**config.mk**
```make
export PLATFORM = sky130hd
export DESIGN_NAME = dpll_lock_detect
export DESIGN_NICKNAME = d
export VERILOG_FILES = /design/src/rtl/dpll_pkg.sv /design/src/rtl/dpll_edge_sync.sv /design/src/rtl/dpll_lock_detect.sv
export SDC_FILE = /design/constraint.sdc
export NUM_CORES = 1
export LEC_CHECK = 0
export CAP_MARGIN = 10
export CORE_AREA = 2 2 104 86
export DETAILED_ROUTE_END_ITERATION = 7
export DIE_AREA = 0 0 106 88
export DONT_BUFFER_PORTS = 1
export GPL_TIMING_DRIVEN = 1
export PLACE_DENSITY = 0.63
export SYNTH_ARGS = -nofsm -noshare
export SYNTH_HDL_FRONTEND = slang
export SYNTH_SLANG_ARGS = --single-unit
```
**constraint.sdc**
```tcl
create_clock -name wb_clk_i -period 6.26 [get_ports wb_clk_i]
set_input_delay 1.878 -clock wb_clk_i [delete_from_list [all_inputs] [get_ports wb_clk_i]]
set_output_delay 1.878 -clock wb_clk_i [all_outputs]
set_load 0.05 [all_outputs]
```
**src/rtl/dpll_pkg.sv**
```systemverilog
// dpll_pkg: shared types and constants for the DPLL lock detector.
package dpll_pkg;

   typedef enum logic [1:0] {
      UNLOCKED = 2'd0,
      ACQUIRE  = 2'd1,
      LOCKED   = 2'd2,
      HOLDOVER = 2'd3
   } lock_state_t;

   localparam int ERR_CNT_W = 8;

endpackage

```
**src/rtl/dpll_edge_sync.sv**
```systemverilog
// dpll_edge_sync: two-flop synchronizer followed by an edge-detect flop.
// Produces the synchronized level and a one-cycle rising-edge strobe.
// Both lock-detector inputs use this same block so their delays match.
module dpll_edge_sync (
   input  logic clk_i,
   input  logic rst_i,
   input  logic d_i,
   output logic level_o,
   output logic rise_o
);

   logic sync1_q;
   logic sync2_q;
   logic prev_q;

   // Synchronizer chain plus previous-level flop for edge detection.
   always_ff @(posedge clk_i) begin
      if (rst_i) begin
         sync1_q <= 1'b0;
         sync2_q <= 1'b0;
         prev_q  <= 1'b0;
      end else begin
         sync1_q <= d_i;
         sync2_q <= sync1_q;
         prev_q  <= sync2_q;
      end
   end

   assign level_o = sync2_q;
   assign rise_o  = sync2_q & ~prev_q;

endmodule

```
**src/rtl/dpll_lock_detect.sv**
```systemverilog
// dpll_lock_detect: compares rising-edge counts of the DPLL reference and
// output over fixed windows and qualifies lock with hysteresis.
// Optional build macro DPLL_LOCK_PHASE_CHECK_EN additionally requires the
// XOR phase-detector duty (fin != fout cycles) to sit in the quadrature band.
module dpll_lock_detect
   import dpll_pkg::*;
#(
   parameter int WIN_LOG2       = 10,
   parameter int TOL            = 1,
   parameter int LOCK_WINDOWS   = 4,
   parameter int UNLOCK_WINDOWS = 2
) (
   input  logic                 wb_clk_i,
   input  logic                 wb_rst_i,
   input  logic                 clk_fin,
   input  logic                 clk_fout,
   input  logic                 clear_i,
   output logic                 locked,
   output logic                 lock_lost,
   output logic                 win_done,
   output logic [ERR_CNT_W-1:0] err_count
);

   localparam int MAX_RUN = (LOCK_WINDOWS > UNLOCK_WINDOWS) ? LOCK_WINDOWS : UNLOCK_WINDOWS;
   localparam int RUN_W   = $clog2(MAX_RUN + 1);
   localparam logic [WIN_LOG2:0] TOL_V    = (WIN_LOG2+1)'(TOL);
   localparam logic [RUN_W:0]    LOCK_N   = (RUN_W+1)'(LOCK_WINDOWS);
   localparam logic [RUN_W:0]    UNLOCK_N = (RUN_W+1)'(UNLOCK_WINDOWS);

   logic rise_fin, rise_fout, lvl_fin, lvl_fout;

   dpll_edge_sync u_sync_fin (
      .clk_i   (wb_clk_i),
      .rst_i   (wb_rst_i),
      .d_i     (clk_fin),
      .level_o (lvl_fin),
      .rise_o  (rise_fin)
   );

   dpll_edge_sync u_sync_fout (
      .clk_i   (wb_clk_i),
      .rst_i   (wb_rst_i),
      .d_i     (clk_fout),
      .level_o (lvl_fout),
      .rise_o  (rise_fout)
   );

   logic [WIN_LOG2-1:0] win_cnt_q;
   logic [WIN_LOG2-1:0] fin_edges_q, fout_edges_q;
   logic [WIN_LOG2-1:0] fin_edges_d, fout_edges_d;
   logic [WIN_LOG2:0]   edge_diff;
   logic                terminal;
   logic                freq_ok;
   logic                phase_ok;
   logic                good;

   assign terminal = (win_cnt_q == '1);

   // Saturating edge counts including this cycle's strobe.
   assign fin_edges_d  = (rise_fin  && (fin_edges_q  != '1)) ? fin_edges_q  + 1'b1 : fin_edges_q;
   assign fout_edges_d = (rise_fout && (fout_edges_q != '1)) ? fout_edges_q + 1'b1 : fout_edges_q;

   // Absolute edge-count difference, one bit wider than the counters.
   always_comb begin
      edge_diff = '0;
      if (fin_edges_d >= fout_edges_d)
         edge_diff = {1'b0, fin_edges_d} - {1'b0, fout_edges_d};
      else
         edge_diff = {1'b0, fout_edges_d} - {1'b0, fin_edges_d};
   end

   assign freq_ok = (fin_edges_d != '0) && (fout_edges_d != '0) && (edge_diff <= TOL_V);

`ifdef DPLL_LOCK_PHASE_CHECK_EN
   localparam logic [WIN_LOG2:0] XOR_LO = (WIN_LOG2+1)'((2**WIN_LOG2) / 4);
   localparam logic [WIN_LOG2:0] XOR_HI = (WIN_LOG2+1)'((3 * (2**WIN_LOG2)) / 4);

   logic [WIN_LOG2:0] xor_cnt_q;
   logic [WIN_LOG2:0] xor_cnt_d;

   assign xor_cnt_d = xor_cnt_q + {{WIN_LOG2{1'b0}}, (lvl_fin ^ lvl_fout)};
   assign phase_ok  = (xor_cnt_d >= XOR_LO) && (xor_cnt_d <= XOR_HI);

   // Count cycles where the synchronized levels differ within the window.
   always_ff @(posedge wb_clk_i) begin
      if (wb_rst_i || clear_i)
         xor_cnt_q <= '0;
      else if (terminal)
         xor_cnt_q <= '0;
      else
         xor_cnt_q <= xor_cnt_d;
   end
`else
   logic unused_lvl;
   assign unused_lvl = lvl_fin ^ lvl_fout;
   assign phase_ok   = 1'b1;
`endif

   assign good = freq_ok && phase_ok;

   // Window counter and edge counters; partial windows are dropped on clear.
   always_ff @(posedge wb_clk_i) begin
      if (wb_rst_i || clear_i) begin
         win_cnt_q    <= '0;
         fin_edges_q  <= '0;
         fout_edges_q <= '0;
      end else begin
         win_cnt_q <= win_cnt_q + 1'b1;
         if (terminal) begin
            fin_edges_q  <= '0;
            fout_edges_q <= '0;
         end else begin
            fin_edges_q  <= fin_edges_d;
            fout_edges_q <= fout_edges_d;
         end
      end
   end

   lock_state_t          state_q, state_d;
   logic [RUN_W-1:0]     run_cnt_q, run_cnt_d;
   logic [RUN_W:0]       run_inc;
   logic [ERR_CNT_W-1:0] err_count_q, err_count_d, err_sat;
   logic                 lost_d;
   logic                 locked_d;
   logic                 locked_q, lock_lost_q, win_done_q;

   assign run_inc = {1'b0, run_cnt_q} + 1'b1;
   assign err_sat = (err_count_q == '1) ? err_count_q : err_count_q + 1'b1;

   // State register plus registered status outputs.
   always_ff @(posedge wb_clk_i) begin
      if (wb_rst_i || clear_i) begin
         state_q     <= UNLOCKED;
         run_cnt_q   <= '0;
         err_count_q <= '0;
         locked_q    <= 1'b0;
         lock_lost_q <= 1'b0;
         win_done_q  <= 1'b0;
      end else begin
         state_q     <= state_d;
         run_cnt_q   <= run_cnt_d;
         err_count_q <= err_count_d;
         locked_q    <= locked_d;
         lock_lost_q <= lost_d;
         win_done_q  <= terminal;
      end
   end

   // Next-state logic: lock qualification with hysteresis, evaluated per window.
   always_comb begin
      state_d     = state_q;
      run_cnt_d   = run_cnt_q;
      err_count_d = err_count_q;
      lost_d      = 1'b0;
      if (terminal) begin
         case (state_q)
            UNLOCKED: begin
               if (good) begin
                  if (LOCK_WINDOWS == 1) begin
                     state_d   = LOCKED;
                     run_cnt_d = '0;
                  end else begin
                     state_d   = ACQUIRE;
                     run_cnt_d = RUN_W'(1);
                  end
               end
            end
            ACQUIRE: begin
               if (good) begin
                  if (run_inc >= LOCK_N) begin
                     state_d   = LOCKED;
                     run_cnt_d = '0;
                  end else begin
                     run_cnt_d = run_inc[RUN_W-1:0];
                  end
               end else begin
                  state_d   = UNLOCKED;
                  run_cnt_d = '0;
               end
            end
            LOCKED: begin
               if (!good) begin
                  err_count_d = err_sat;
                  if (UNLOCK_WINDOWS == 1) begin
                     state_d   = UNLOCKED;
                     run_cnt_d = '0;
                     lost_d    = 1'b1;
                  end else begin
                     state_d   = HOLDOVER;
                     run_cnt_d = RUN_W'(1);
                  end
               end
            end
            HOLDOVER: begin
               if (good) begin
                  state_d   = LOCKED;
                  run_cnt_d = '0;
               end else begin
                  err_count_d = err_sat;
                  if (run_inc >= UNLOCK_N) begin
                     state_d   = UNLOCKED;
                     run_cnt_d = '0;
                     lost_d    = 1'b1;
                  end else begin
                     run_cnt_d = run_inc[RUN_W-1:0];
                  end
               end
            end
            default: begin
               state_d   = UNLOCKED;
               run_cnt_d = '0;
            end
         endcase
      end
   end

   // Output decode: locked covers both LOCKED and HOLDOVER.
   always_comb begin
      locked_d = (state_d == LOCKED) || (state_d == HOLDOVER);
   end

   assign locked    = locked_q;
   assign lock_lost = lock_lost_q;
   assign win_done  = win_done_q;
   assign err_count = err_count_q;

endmodule

```
Word-level counts from Yosys, hierarchy flattened
Cells that the tools add are included.

storage, ports and cells
  word-level logic and storage cells = 78
  input port bits = 5
  register bits after elaboration = 52
  output and inout port bits = 11

operators by class
  multiplexer cells = 19
  reductions and logical operators = 14
  $lt $le $gt $ge = 4
  bitwise operators = 8
  equality and inequality tests = 11
  add/sub/neg operators = 7

operators with widths
  operator                                                         number
  adder 10 x 1 -> 10 bit, second input constant                    3
  subtractor 10 x 10 -> 11 bit                                     2
  two-way mux 10 bit                                               2
  inequality test 10 bit, second input constant                    2
  nonzero test 10 bit                                              2
  two-way mux 3 bit                                                6
  two-way mux 2 bit                                                7
  case mux 3 bit (4 select lines)                                  1
  less-or-equal comparator 11 x 1 -> 1 bit, second input constant  1
  two-way mux 11 bit                                               1
  equality test 10 bit, second input constant                      1
  >= comparator 10 bit                                             1
  adder 8 x 1 -> 8 bit, second input constant                      1
  equality test 2 bit, second input constant                       4
  equality test 8 bit, second input constant                       1
  case mux 2 bit (4 select lines)                                  1
  NOT 1 bit                                                        6
  adder 3 x 1 -> 4 bit, second input constant                      1
  >= comparator 4 x 2 -> 1 bit, second input constant              1
  >= comparator 4 x 3 -> 1 bit, second input constant              1
  logical AND 1 bit                                                4
  inequality test 2 bit, second input constant                     2
  AND reduction 4 bit                                              1
  OR reduction 2 bit                                               2
  other kinds (7)                                                  9

Depth between registers and ports, before layout
Gate-level depths: netlist of run 1.

  depth after elaboration = 13
  depth in mapped cells = 20
  mapped depth without buffers = 18

By module
From an unflattened synthesis of run 1, not the netlist that was laid out.

second synthesis, totals
  cells, all modules = 477
  area, all modules = 3764.9 um^2

by module, submodules not included
  module            times used  area an instance (um^2)  cells an instance
  dpll_lock_detect  1           3589.7                   463
  dpll_edge_sync    2           87.6                     7

Worst setup path before layout of run 1
Ideal clock, no wire load.

  path type = register -> register
  from = reg fin_edges_q[1]
  to = reg err_count_q[2] (netlist: err_count[2])
  cell stages (with the launch flop) = 19
  buffers on the path = 1
  data arrival time = 4214 ps
  setup slack = 1932 ps
  path through = dfxtp_1 ha_1 nand3_2 o31a_1 nand2_1 xor2_1 inv_1 ha_1 a21o_1 maj3_2 a21o_1 a211o_1 o32a_1 o31a_1 o221ai_2 o211ai_2 buf_2 o21a_1 o21a_1

between the ends
  cells in the longest elaborated chain, start to end = 9
  elaborated cells on any way between the ends = 14

RTL lines
  element                                                         line                     source
  start: declaration                                              dpll_lock_detect.sv:49   logic [WIN_LOG2-1:0] fin_edges_q, fout_edges_q;
  start signal: assignment                                        dpll_lock_detect.sv:113  fin_edges_q <= fin_edges_d;
  branches (longest 2 deep; another with adder 10 x 1 -> 10 bit)  -
  two-way mux 10 bit (*)                                          dpll_lock_detect.sv:60   assign fin_edges_d = (rise_fin && (fin_edges_q != '1)) ? fin_edges_q + 1'b1 : fin_edges_q;
  via fin_edges_d[4]                                              dpll_lock_detect.sv:50   logic [WIN_LOG2-1:0] fin_edges_d, fout_edges_d;
  subtractor 10 x 10 -> 11 bit (tied with other cells)            dpll_lock_detect.sv:69   edge_diff = {1'b0, fout_edges_d} - {1'b0, fin_edges_d};
  two-way mux 11 bit                                              dpll_lock_detect.sv:66   if (fin_edges_d >= fout_edges_d)
  less-or-equal comparator 11 x 1 -> 1 bit                        dpll_lock_detect.sv:72   assign freq_ok = (fin_edges_d != '0) && (fout_edges_d != '0) && (edge_diff <= TOL_V);
  logical AND 1 bit (*)                                           dpll_lock_detect.sv:72
  NOT 1 bit (no source line) (*)                                  -
  AND reduction 4 bit (no source line) (*)                        -
  end signal: assignment                                          dpll_lock_detect.sv:142  err_count_q <= err_count_d;
  end: declaration                                                dpll_lock_detect.sv:122  logic [ERR_CNT_W-1:0] err_count_q, err_count_d, err_sat;

Mark *: on every way through the listed nets, which the timed path passes.
A chain may end at the register's enable or synchronous reset.

Worst setup path after layout of run 1
  from = reg fin_edges_q[1]
  to = reg err_count_q[7] (netlist: err_count[7])

Same word-level chain as after synthesis.

==> results of run 1 <==
## routing by layer
layer,up-vias,wire [um]
met5,-,0
met4,0,68
met3,7,324
met2,53,3490
met1,1472,4520
li1,1640,-
## cells by family (layout without fill, tap and decap cells)
group	after synthesis	after routing	share of synthesized area
adders and majority gates	26	26	0.0877
DFF	52	52	0.285
AOI/OAI and AO/OA	122	122	0.229
and+or+nand+nor	179	179	0.256
xor gates and xnor gates	29	29	0.0696
buffers and inverters	48	37	0.0538
muxes	7	7	0.0192
## stage by stage
stage,total power [W],utilization,setup slack (ns),cell area [um^2]
6_report,0.000594,0.459,1.21,3800
3_5_place_dp,0.000388,0.447,1.26,3710
2_1_floorplan,0.000378,-,1.93,3650
5_1_grt,0.000620,0.459,0.845,3800
4_1_cts,0.000602,0.459,1.25,3800
3_3_place_gp,0.000387,0.447,1.41,3710
## cell usage in the layout, fill, tap and decap left out, drive strengths merged, types with 6 or more instances in the layout
cell	count
dfxtp	52
nor2	46
nand2	32
inv	29
o21ai	29
a21oi	28
ha	23
xor2	19
nand3	19
a21o	15
nor2b	10
nor3	10
xnor2	10
or3	10
nand4	9
and3	8
mux2i	7
a31oi	7
and4	7
and2	6
## critical path, stage by stage (launching register included)
cell      delay, ns
dfxtp_1        0.51
ha_1           0.26
nand3_2        0.13
o31a_1         0.39
nand2_1        0.10
xor2_1         0.25
inv_1          0.08
ha_1           0.43
a21o_1         0.23
maj3_2         0.30
a21o_1         0.19
a211o_1        0.33
o32a_1         0.35
o31a_1         0.25
o221ai_2       0.27
o211ai_2       0.28
or4_1          0.48
a21oi_1        0.14
## worst max path at each step
stage / slack [ns] / to / depth (start not counted)
floorplan: 1.93 / err_count[2] / 18
global placement: 1.41 / err_count[7] / 17
detailed placement: 1.26 / err_count[7] / 17
CTS: 1.25 / err_count[7] / 17
global route: 0.85 / err_count[7] / 17
finish: 1.21 / err_count[7] / 17
## power by group
| group | internal (W) | switching, W |
|---|---|---|
| logic | 0.0000190 | 0.0000272 |
| clock network | 0.0000825 | 0.000131 |
| registers | 0.000333 | 0.00000143 |
## cell type report
class | instances | share of cell area
multi-input combinational | 363 | 0.635
sequential | 52 | 0.274
tap | 112 | 0.0368
inverter | 28 | 0.0276
clock buffer | 5 | 0.0181
clock inverter | 3 | 0.00724
timing repair buffer | 1 | 0.00197
## registers in the layout (all words and copies together) (netlist names)
signal and flops:
win_done 1, u_sync_fin.prev_q 1, u_sync_fout.level_o 1, state_q 2, u_sync_fout.prev_q 1, run_cnt_q 3
err_count 8, fout_edges_q 10, u_sync_fin.level_o 1, lock_lost 1, u_sync_fin.sync1_q 1, u_sync_fout.sync1_q 1
fin_edges_q 10, locked 1, win_cnt_q 10
## Yosys cell counts (10+ instances only)
master and n:
inv_1 28, xor2_1 19, or3_1 10, nor2_1 46
clkbuf_1 15, dfxtp_1 52, ha_1 23, a21oi_1 26
o21ai_0 28, nor3_1 10, xnor2_1 10, a21o_1 15
nand3_1 18, nand2_1 32, nor2b_1 10
==> flow_summary_export.csv, run 1 <==
group,metric,value,unit
run_status,status,"finished clean",
grt,grt_overflow,0,
worst_setup_path,critPathLaunchType,"flop",
power_and_ir_drop,ir_worst_vdd,0.0838,mV
grt,grtUsageMet3,0.0327,
clock_tree,numCtsBuffers,5,
clock_tree,tritoncts,"yes",
grt,grt_pass1_wl,14.1,mm
worst_setup_path,critical_path_class,"flop to flop",
logic_synthesis,synthFlopType,"dfxtp_1",
die,start_util,0.440,
worst_setup_path,startpoint,"fin_edges_q[1]",
clock_tree,cts.sinks,52,
sta,clock_skew,0.0122,ns
placement,hpwl,6.29,mm
die,die_w,106,um
sta,whs,0.447,ns
layout,layout.nets,479,
sta,setup_viol,0,
clock_tree,clk_latency,0.32,ns
sta,slew_viol_final,0,
grt,grt_usage,0.187,
clock_tree,cts_resized,0,
logic_synthesis,synth_cells,463,
placement,place_inst,556,
layout,register_area,1040,um^2
logic_synthesis,synth_seq_cells,52,
logic_synthesis,synth_top_area_frac,0.285,
logic_synthesis,synth_area_leader_cell,"dfxtp_1",
grt,grtUsageMet2,0.285,
sta,rsz0062_at_grt,"no",
logic_synthesis,ys_seq_area_frac,0.285,
logic_synthesis,async_flop_share,0,
detailed_routing,routed-via-count,3172,
detailed_routing,ant_nets,0,
grt,grt-busiest-layer,"met2",
detailed_routing,initialDrtViolationCount,182,
grt,grt_pass1_vias,2956,
detailed_routing,drc,0,
sta,fin_tns_setup,0,ns
detailed_routing,dr.pass1.iters,4,
sta,tightestPinTransition,0.974,ns
die,coreArea,8300,um^2
sta,hold_viol_final,0,
worst_setup_path,cp_max_fo,15,
logic_synthesis,synth.avg_cell_area,7.89,um^2
min_path,holdPathStages,1,
worst_setup_path,r2r_start,"fin_edges_q[1]",
worst_setup_path,timing.rr.end,"err_count[7]",
grt,antenna_found_initial,0,
worst_setup_path,regToRegSetupSlack,1.21,ns
logic_synthesis,synth.distinct_cells,65,
placement,place_congestion,0.854,
logic_synthesis,ys_top_cells_by_area,"dfxtp_1, ha_1, nor2_1",
grt,globalRouteMet1Util,0.271,
grt,grt_max_degree,22,
layout,multi_input_area,2410,um^2
sta,max_freq,198,MHz
worst_setup_path,critPathArrivalTime,5.31,ns
min_path,hp-class,"flop to flop",
layout,layout-drive-gt1-share,0.0487,
layout,num_antenna_cells,0,
clock_tree,cts_hold_buf,0,
logic_synthesis,syn_area,3650,um^2
sta,period_minus_slack,5.05,ns
worst_setup_path,rr_worst_depth,17,
clock_tree,post_cts_buffers,0,
detailed_routing,avgRoutedWirePerCell,14.9,um
logic_synthesis,syn_nets,491,
layout,area.growth.synth_to_final,4.18,%
detailed_routing,via_per_inst,5.62,
power_and_ir_drop,leakagePower,1.63,nW
logic_synthesis,synth_edf_count,0,
clock_tree,cts-root-buf,"clkbuf_8",
clock_tree,clkTransAtPathRegs,0.11,ns
run,maxCapViolations,0,
detailed_routing,wl,8.41,mm
sta,relSlewSlack,0.351,
die,die_h,88,um
clock_tree,htree_num_levels,2,
clock_tree,clk_path_buf_depth,2,
placement,io_buffers,0,
worst_setup_path,cp.required,6.52,ns
die,ios,16,
layout,fillers,808,
logic_synthesis,synth_warnings,0,
power_and_ir_drop,power.density,156,nW/um^2
die,rows,30,
worst_setup_path,cp-end-kind,"flop",
min_path,min_to,"u_sync_fin.level_o",
sta,final.period_utilization,0.807,
die,fp.dieArea,9330,um^2
min_path,hp-start,"u_sync_fin.sync1_q",
layout,layout.cells.non_filler,564,
Note: power is estimated with default switching activity, not from simulation.
==> run 2: changes to the inputs <==
- clock period: 6.26 -> 5.1 ns (I/O delays scaled with it)
==> run 2 against run 1 <==
Compared with the run above: design area is 2.2% higher; total power is 22% higher; maximum frequency increased by 5.9%; wire length up 2.4%; clock skew shrank 0.0057 ns; sequential share of layout area is 0.57 points lower; largest power group unchanged; first-iteration DRC count grew 7.1%; clock-buffer cell count stayed put; global-route usage grew 0.060 points; non-clock buffer count grew 10.
==> flow_summary_export.csv, run 2 (synthesis gave the netlist of run 1 again) <==
group,metric,value,unit
worst_setup_path,critPathLaunchType,"flop",
layout,layout.cells.non_filler,574,
sta,clock_skew,0.00658,ns
grt,antenna_found_initial,0,
detailed_routing,routed-via-count,3249,
layout,fin_util,0.469,
clock_tree,cts.sinks,52,
layout,final_cell_area,3890,um^2
detailed_routing,wl,8.61,mm
power_and_ir_drop,power.density,187,nW/um^2
placement,io_buffers,0,
grt,grt_overflow,0,
sta,relSlewSlack,0.340,
worst_setup_path,critPathArrivalTime,5.02,ns
grt,grt_pass1_wl,14.0,mm
sta,hold_viol_final,0,
die,start_util,0.440,
detailed_routing,via_per_inst,5.66,
grt,grtUsageMet3,0.0394,
worst_setup_path,cp_max_fo,15,
die,coreArea,8300,um^2
worst_setup_path,critical_path_class,"flop to flop",
power_and_ir_drop,ir_worst_vdd,0.0926,mV
layout,area.growth.synth_to_final,6.51,%
layout,layout_commonest_cell,"dfxtp_1",
clock_tree,numCtsBuffers,5,
layout,top_regs,"fin_edges_q x10, fout_edges_q x10, win_cnt_q x10",
placement,place_ws,0.270,ns
run,maxCapViolations,0,
sta,period_minus_slack,4.77,ns
layout,layout.nets,489,
die,fp.dieArea,9330,um^2
clock_tree,cts_resized,0,
detailed_routing,dr.pass1.iters,6,
sta,tightestPinTransition,0.990,ns
grt,grt_pass1_vias,2813,
grt,grt_usage,0.187,
sta,setup_viol,0,
grt,grt_max_degree,22,
die,rows,30,
detailed_routing,drc,0,
placement,place_congestion,0.883,
sta,slew_viol_final,0,
die,die_h,88,um
grt,grtUsageMet2,0.269,
sta,final.period_utilization,0.935,
die,ios,16,
clock_tree,clkTransAtPathRegs,0.10,ns
power_and_ir_drop,leakagePower,1.68,nW
sta,rsz0062_at_grt,"no",
placement,dpl_cell_area,3780,um^2
clock_tree,cts_hold_buf,0,
die,die_w,106,um
sta,fin_tns_setup,0,ns
worst_setup_path,cp-end-kind,"flop",
layout,num_antenna_cells,0,
worst_setup_path,cp.required,5.35,ns
min_path,hp-class,"flop to flop",
detailed_routing,ant_nets,0,
clock_tree,htree_num_levels,2,
sta,max_freq,210,MHz
detailed_routing,initialDrtViolationCount,195,
placement,hpwl,6.53,mm
clock_tree,tritoncts,"yes",
grt,globalRouteMet1Util,0.282,
clock_tree,clk_path_buf_depth,2,
layout,final_cell_mix,"dfxtp_1, nor2_1, nand2_1",
clock_tree,cts-root-buf,"clkbuf_8",
clock_tree,post_cts_buffers,0,
placement,place_inst,566,
layout,layout-drive-gt1-share,0.0714,
grt,grt-busiest-layer,"met1",
sta,setup_slack,0.330,ns
detailed_routing,avgRoutedWirePerCell,15.0,um
run_status,status,"finished clean",
clock_tree,clk_latency,0.32,ns
==> run 2: worst paths after layout <==
path | start | end | slack (ns) | cells past startpoint
setup / recovery | fin_edges_q[0] | err_count[7] | 0.33 | 17
setup reg to reg | fin_edges_q[0] | err_count[7] | 0.33 | 17
hold reg to reg | u_sync_fout.sync1_q | u_sync_fout.level_o | 0.45 | 1
hold / removal | u_sync_fout.sync1_q | u_sync_fout.level_o | 0.45 | 1
==> run 2: power by group <==
| part | internal (W) | switching, W | leakage (nW) |
|---|---|---|---|
| Clock | 0.000101 | 0.000157 | 0.0463 |
| Sequential | 0.000409 | 0.00000174 | 0.421 |
| Combinational | 0.0000236 | 0.0000347 | 1.21 |
| Total | 0.000534 | 0.000193 | 1.68 |
==> run 2: final cells by class <==
| cell class | count | area [um^2] |
|---|---|---|
| Clock buffer | 5 | 68.8 |
| Inverter | 28 | 105 |
| Sequential cell | 52 | 1040 |
| Fill cell | 803 | 4410 |
| Timing Repair Buffer | 11 | 82.6 |
| Clock inverter | 3 | 27.5 |
| Tap cell | 112 | 140 |
| Multi-Input combinational cell | 363 | 2420 |
==> run 2: routing by layer <==
metal | up-vias | routed length (um)
li1 | 1664 | -
met1 | 1491 | 4490
met2 | 86 | 3440
met3 | 8 | 583
met4 | 0 | 89
met5 | - | 0
==> run 2: stage by stage <==
step	power, W	hold WS (ns)
after floorplan	0.000464	0.414
after global placement	0.000476	0.423
after detailed placement	0.000476	0.435
after CTS	0.000735	0.452
after global routing	0.000755	0.461
final	0.000727	0.449
==> run 2: critical path, cell delays in order (launching register included) <==
cell,delay (ns)
dfxtp_1,0.45
ha_1,0.23
nand3_2,0.13
o31a_1,0.39
nand4_1,0.13
xor2_1,0.28
inv_1,0.08
ha_1,0.44
nand2_1,0.22
nor3_1,0.09
and4_1,0.23
a211o_1,0.32
o32a_1,0.35
o31a_1,0.26
o221ai_2,0.30
o211ai_4,0.20
or4_1,0.44
a21oi_1,0.16
==> run 3: changes to the inputs <==
- GPL_ROUTABILITY_DRIVEN: default -> 0
- SLEW_MARGIN: default -> 10
==> results of run 3 <==
No change in the layout: final DEF, timing and power equal those of run 2.
==> RTL change 1, RTL diff (settings of run 2) <==
The option `DPLL_LOCK_PHASE_CHECK_EN` is turned on by a define.
--- a/src/rtl/dpll_lock_detect.sv
+++ b/src/rtl/dpll_lock_detect.sv
@@ -2,6 +2,8 @@
 // output over fixed windows and qualifies lock with hysteresis.
 // Optional build macro DPLL_LOCK_PHASE_CHECK_EN additionally requires the
 // XOR phase-detector duty (fin != fout cycles) to sit in the quadrature band.
+`define DPLL_LOCK_PHASE_CHECK_EN
+
 module dpll_lock_detect
    import dpll_pkg::*;
 #(
Behaviour: same outputs for any inputs over 10 cycles, from zero or initial values and one cycle with wb_rst_i high; that may be too few to reach the edited logic, so the function may still have changed.
==> RTL change 1 against run 2 <==
  * Sequential cell count up 11
  * Combinational power grew 2%
  * Design area increased by 21%
  * Utilization increased by 9.8 points
  * Critical path type unchanged
  * Power grew 43%
  * Via count is 19% higher
  * Worst setup slack better by 58 ps
  * Area after synthesis grew 21%
  * Die area stayed put
  * Critical endpoint is now run_cnt_q[1]
  * Routed wire length rose by 24%
  * Sequential share of layout area about the same
  * Clock power increased by 87%
==> RTL change 1: results (changes against run 2) <==
| Metric | Value |
|---|---|
| Sequential fraction of the synthesis area | 0.2846 (was 0.2851) |
| Peak supply drop | 0.1855 mV (was 0.09255 mV) |
| Final #Nets | 571 (was 489) |
| WL met1 | 5514 um (was 4494 um) |
| Worst Setup EP | run_cnt_q[1] (was err_count[7]) |
| Gpl congestion | 0.9361 (was 0.8834) |
| Outcome | completed (unchanged) |
| Max incr delay on CP | 470 ps (was 450 ps) |
| Critical Path AT | 4980 ps (was 5020 ps) |
| Worst slack at placement | 430.7 ps (was 269.7 ps) |
| Clock skew | 9.225 ps (was 6.579 ps) |
| Placed instance area | 0.004479 mm2 (was 0.003782 mm2) |
| Worst R2R End | run_cnt_q[1] (was err_count[7]) |
| Post-synth top cells | nor2_1 (70), dfxtp_1 (63), nand2_1 (33) (was dfxtp_1 (52), nor2_1 (46), nand2_1 (32)) |
| Clock slew at reported path FFs | 80 ps (was 100 ps) |
| Routed WL | 10,700 um (was 8605 um) |
| Switch Pwr | 0.2444 mW (was 0.1930 mW) |
| Post-Syn Area per Cell | 8.117 um2 (was 7.886 um2) |
| Total CTS buffers | 9 (was 5) |
| Leakage power | 1.871 nW (was 1.675 nW) |
| Hold WS | 438.8 ps (was 448.7 ps) |
| Slowest-stage cell, CP | ha_2 (was dfxtp_1) |
| Wire length on met2 | 4270 um (was 3437 um) |
| Reg2reg start | fin_edges_q[1] (was fin_edges_q[0]) |
| First-pass DRT Iterations | 4 (was 6) |
| DR WL met3 | 802 um (was 583 um) |
| Global-route wire length before repair | 17,570 um (was 14,020 um) |
| GRT Overall Usage | 0.2419 (was 0.1873) |
| Post-Synthesis Net Count | 576 (was 491) |
| Yosys cell types | 88 (was 65) |
| DRT iter0 DRCs | 242 (was 195) |
-- RTL change 1: cell types whose count changed after synthesis, sizes merged, moves of 5 or more --
cell and change:
xnor2 +15, and3 +7, nand4 +5, nor3 +7
or3 -5, a21oi -7, dfxtp +11, a21o -10
nand3 +13, nor2 +26, o21ai -9
-- RTL change 1: layout make-up --
cell class | instances | area (um2) | area share
clock buffers | 9 | 123.9 | 0.02634
clock inverters | 7 | 96.34 | 0.02049
inverters | 30 | 112.6 | 0.02395
multi-input cells | 430 | 2915 | 0.6200
flip-flops and latches | 63 | 1261 | 0.2682
well taps | 112 | 140.1 | 0.02980
repair buffers | 7 | 52.55 | 0.01118
-- RTL change 1: cells by family (layout without fill, tap and decap cells) --
logic type | after synthesis | count (layout) | synth area share
compound gates | 108 | 108 | 0.1798
xor+xnor | 45 | 45 | 0.09204
fa+ha+maj | 27 | 27 | 0.07538
buf+inv | 53 | 53 | 0.05816
flops | 63 | 63 | 0.2846
mux | 6 | 6 | 0.01383
simple gates | 244 | 244 | 0.2962
==> RTL change 2, RTL diff (config.mk and constraints of run 2) <==
Made on the original files. Re-encode `lock_state_t` (4 states) as one-hot, 4 bits wide.
--- a/src/rtl/dpll_pkg.sv
+++ b/src/rtl/dpll_pkg.sv
@@ -1,11 +1,11 @@
 // dpll_pkg: shared types and constants for the DPLL lock detector.
 package dpll_pkg;
 
-   typedef enum logic [1:0] {
-      UNLOCKED = 2'd0,
-      ACQUIRE  = 2'd1,
-      LOCKED   = 2'd2,
-      HOLDOVER = 2'd3
+   typedef enum logic [3:0] {
+      UNLOCKED = 4'b0001,
+      ACQUIRE  = 4'b0010,
+      LOCKED   = 4'b0100,
+      HOLDOVER = 4'b1000
    } lock_state_t;
 
    localparam int ERR_CNT_W = 8;
Behaviour: no difference found for any inputs over 10 cycles, from zero or initial values and one cycle with wb_rst_i high; not proved beyond that.
==> RTL change 2 against run 2 <==
  * Routed wire length up 19%
  * Clock power up 21%
  * Power up 9.5%
  * Synthesized cell count up 14%
  * Sequential cell count up 2
  * Worst setup slack better by 60 ps
  * Via count up 16%
  * Clock skew up 17 ps
  * Area after synthesis up 13%
  * Largest cell class unchanged
  * Design area up 12%
  * Die area unchanged
==> RTL change 2: results (changes against run 2) <==
| Metric | Value |
|---|---|
| Peak supply drop | 0.1288 mV (was 0.09255 mV) |
| First-pass DRT Iterations | 5 (was 6) |
| Synth Area in XOR/XNOR | 0.04879 (was 0.06957) |
| Global-route wire length before repair | 16,830 um (was 14,020 um) |
| Vias in the first global route | 3,347 (was 2,813) |
| Layout cell share with drive strength beyond 1 | 0.09143 (was 0.07143) |
| Sequential fraction of the synthesis area | 0.2618 (was 0.2851) |
| Outcome | completed (unchanged) |
| Clock Sinks | 54 (was 52) |
| Leakage power | 1.804 nW (was 1.675 nW) |
| Worst skew pair latency | 340 ps (was 320 ps) |
| DP HPWL | 7741 um (was 6534 um) |
| Switch Pwr | 0.1974 mW (was 0.1930 mW) |
| Biggest regs | fin_edges_q (10), fout_edges_q (10), win_cnt_q (10) (unchanged) |
| Post-Synth Adder-Cell Area | 0.08455 (was 0.08773) |
| Relative slew slack | 0.3287 (was 0.3403) |
| Post-synthesis mux area share | 0.04000 (was 0.01919) |
| Post-synth top cells | nor2_1 (64), dfxtp_1 (54), nand2_1 (38) (was dfxtp_1 (52), nor2_1 (46), nand2_1 (32)) |
| Synth Area in Compound Gates | 0.1982 (was 0.2286) |
| Crit-path max FO | 11 (was 15) |
| Clock slew at reported path FFs | 130 ps (was 100 ps) |
| Number of port buffers | 0 (unchanged) |
| Clock skew | 23.70 ps (was 6.579 ps) |
| GRT Overall Usage | 0.2274 (was 0.1873) |
| Yosys cell types | 80 (was 65) |
| Wire length per cell | 16.03 um (was 14.99 um) |
| Final #Nets | 552 (was 489) |
| Drt via density | 5.926 (was 5.660) |
| DRT iter0 DRCs | 313 (was 195) |
| Post-synth top area cell | dfxtp_1 (unchanged) |
| Critical Path AT | 4990 ps (was 5020 ps) |
| # H-tree levels | 2 (unchanged) |
| Largest cells by area after synthesis | dfxtp_1 (26%), ha_1 (7.0%), nor2_1 (5.8%) (was dfxtp_1 (29%), ha_1 (7.9%), nor2_1 (4.7%)) |
| Post-Synthesis Net Count | 555 (was 491) |
| Largest net degree at the start of global routing | 22 (unchanged) |
| Total CTS buffers | 5 (unchanged) |
| Gpl congestion | 0.9706 (was 0.8834) |
| Fillers | 781 (was 803) |
-- RTL change 2: changes by cell type after synthesis, moves of 8 or more --
cell,delta
a21o_1,-8
o21ai_0,-8
xor2_1,-8
nand3_1,+12
nor2_1,+18
-- RTL change 2: cells by family after synthesis --
logic type,after synthesis
AND/OR/NAND/NOR,237
XOR/XNOR,23
flip-flops,54
AO/OA/AOI/OAI,115
adder cells (fa/ha/maj),29
buffers and inverters,54
multiplexers,15
-- RTL change 2: area by class of cell --
cell class / instances / area share
inverters: 31 / 0.02671
flip-flops and latches: 54 / 0.2481
multi-input cells: 419 / 0.6436
repair buffers: 13 / 0.02240
clock buffers: 5 / 0.01580
well taps: 112 / 0.03217
clock inverters: 3 / 0.01120
-- RTL change 2: power groups by stage --
stage | registers, mW | clock network (mW) | logic, mW
final | 0.427 | 0.313 | 0.0561
after global routing | 0.427 | 0.336 | 0.0616
after CTS | 0.427 | 0.320 | 0.0548
after detailed placement | 0.436 | 0 | 0.0546
after global placement | 0.436 | 0 | 0.0542
after floorplan | 0.436 | 0 | 0.0439
-- RTL change 2: per-layer routing --
layer,vias up,global-route usage,wire [um]
met5,-,0,0
met4,0,0.05502,90
met3,7,0.03571,686
met2,124,0.3372,4227
met1,1751,0.3438,5205
li1,1893,-,-
-- RTL change 2: critical path: stages, from the launching register on --
cell	delay, ps
dfxtp_1	370
ha_2	260
nand3_4	130
o31a_2	410
nand4_1	120
xor2_1	240
inv_1	80
ha_1	410
inv_1	120
nor2_1	60
or4_1	450
o21ai_0	90
a2bb2oi_1	80
a2111oi_0	420
nand4_1	170
nor4_2	250
o21ai_2	170
buf_4	190
nor4b_1	330
o21a_1	180
o21a_1	120
-- RTL change 2: what timing repair did --
item,CTS,global route
endpoints found under the hold margin,0,0
hold buffers,0,0
resized for setup,0,2
endpoints found under the setup margin,0,2
-- RTL change 2: path summary, 6_finish.rpt --
kind | startpoint | to | slack (ps) | cells after the start
setup / recovery | fin_edges_q[0] | state_q[1] | 390 | 20
hold / removal | u_sync_fin.sync1_q | u_sync_fin.level_o | 450 | 1
setup reg to reg | fin_edges_q[0] | state_q[1] | 390 | 20
hold reg to reg | u_sync_fin.sync1_q | u_sync_fin.level_o | 450 | 1
-- RTL change 2: metrics by stage --
step	area (um2)	power, mW	setup slack, ps	std cells	utilization
6_report	4357	0.7957	390.0	637	0.5252
5_1_grt	4357	0.8245	46.90	637	0.5252
4_1_cts	4348	0.8016	287.3	637	0.5241
3_5_place_dp	4230	0.4908	362.1	629	0.5100
3_3_place_gp	4230	0.4905	489.6	629	0.5100
2_1_floorplan	4129	0.4795	789.3	527	-
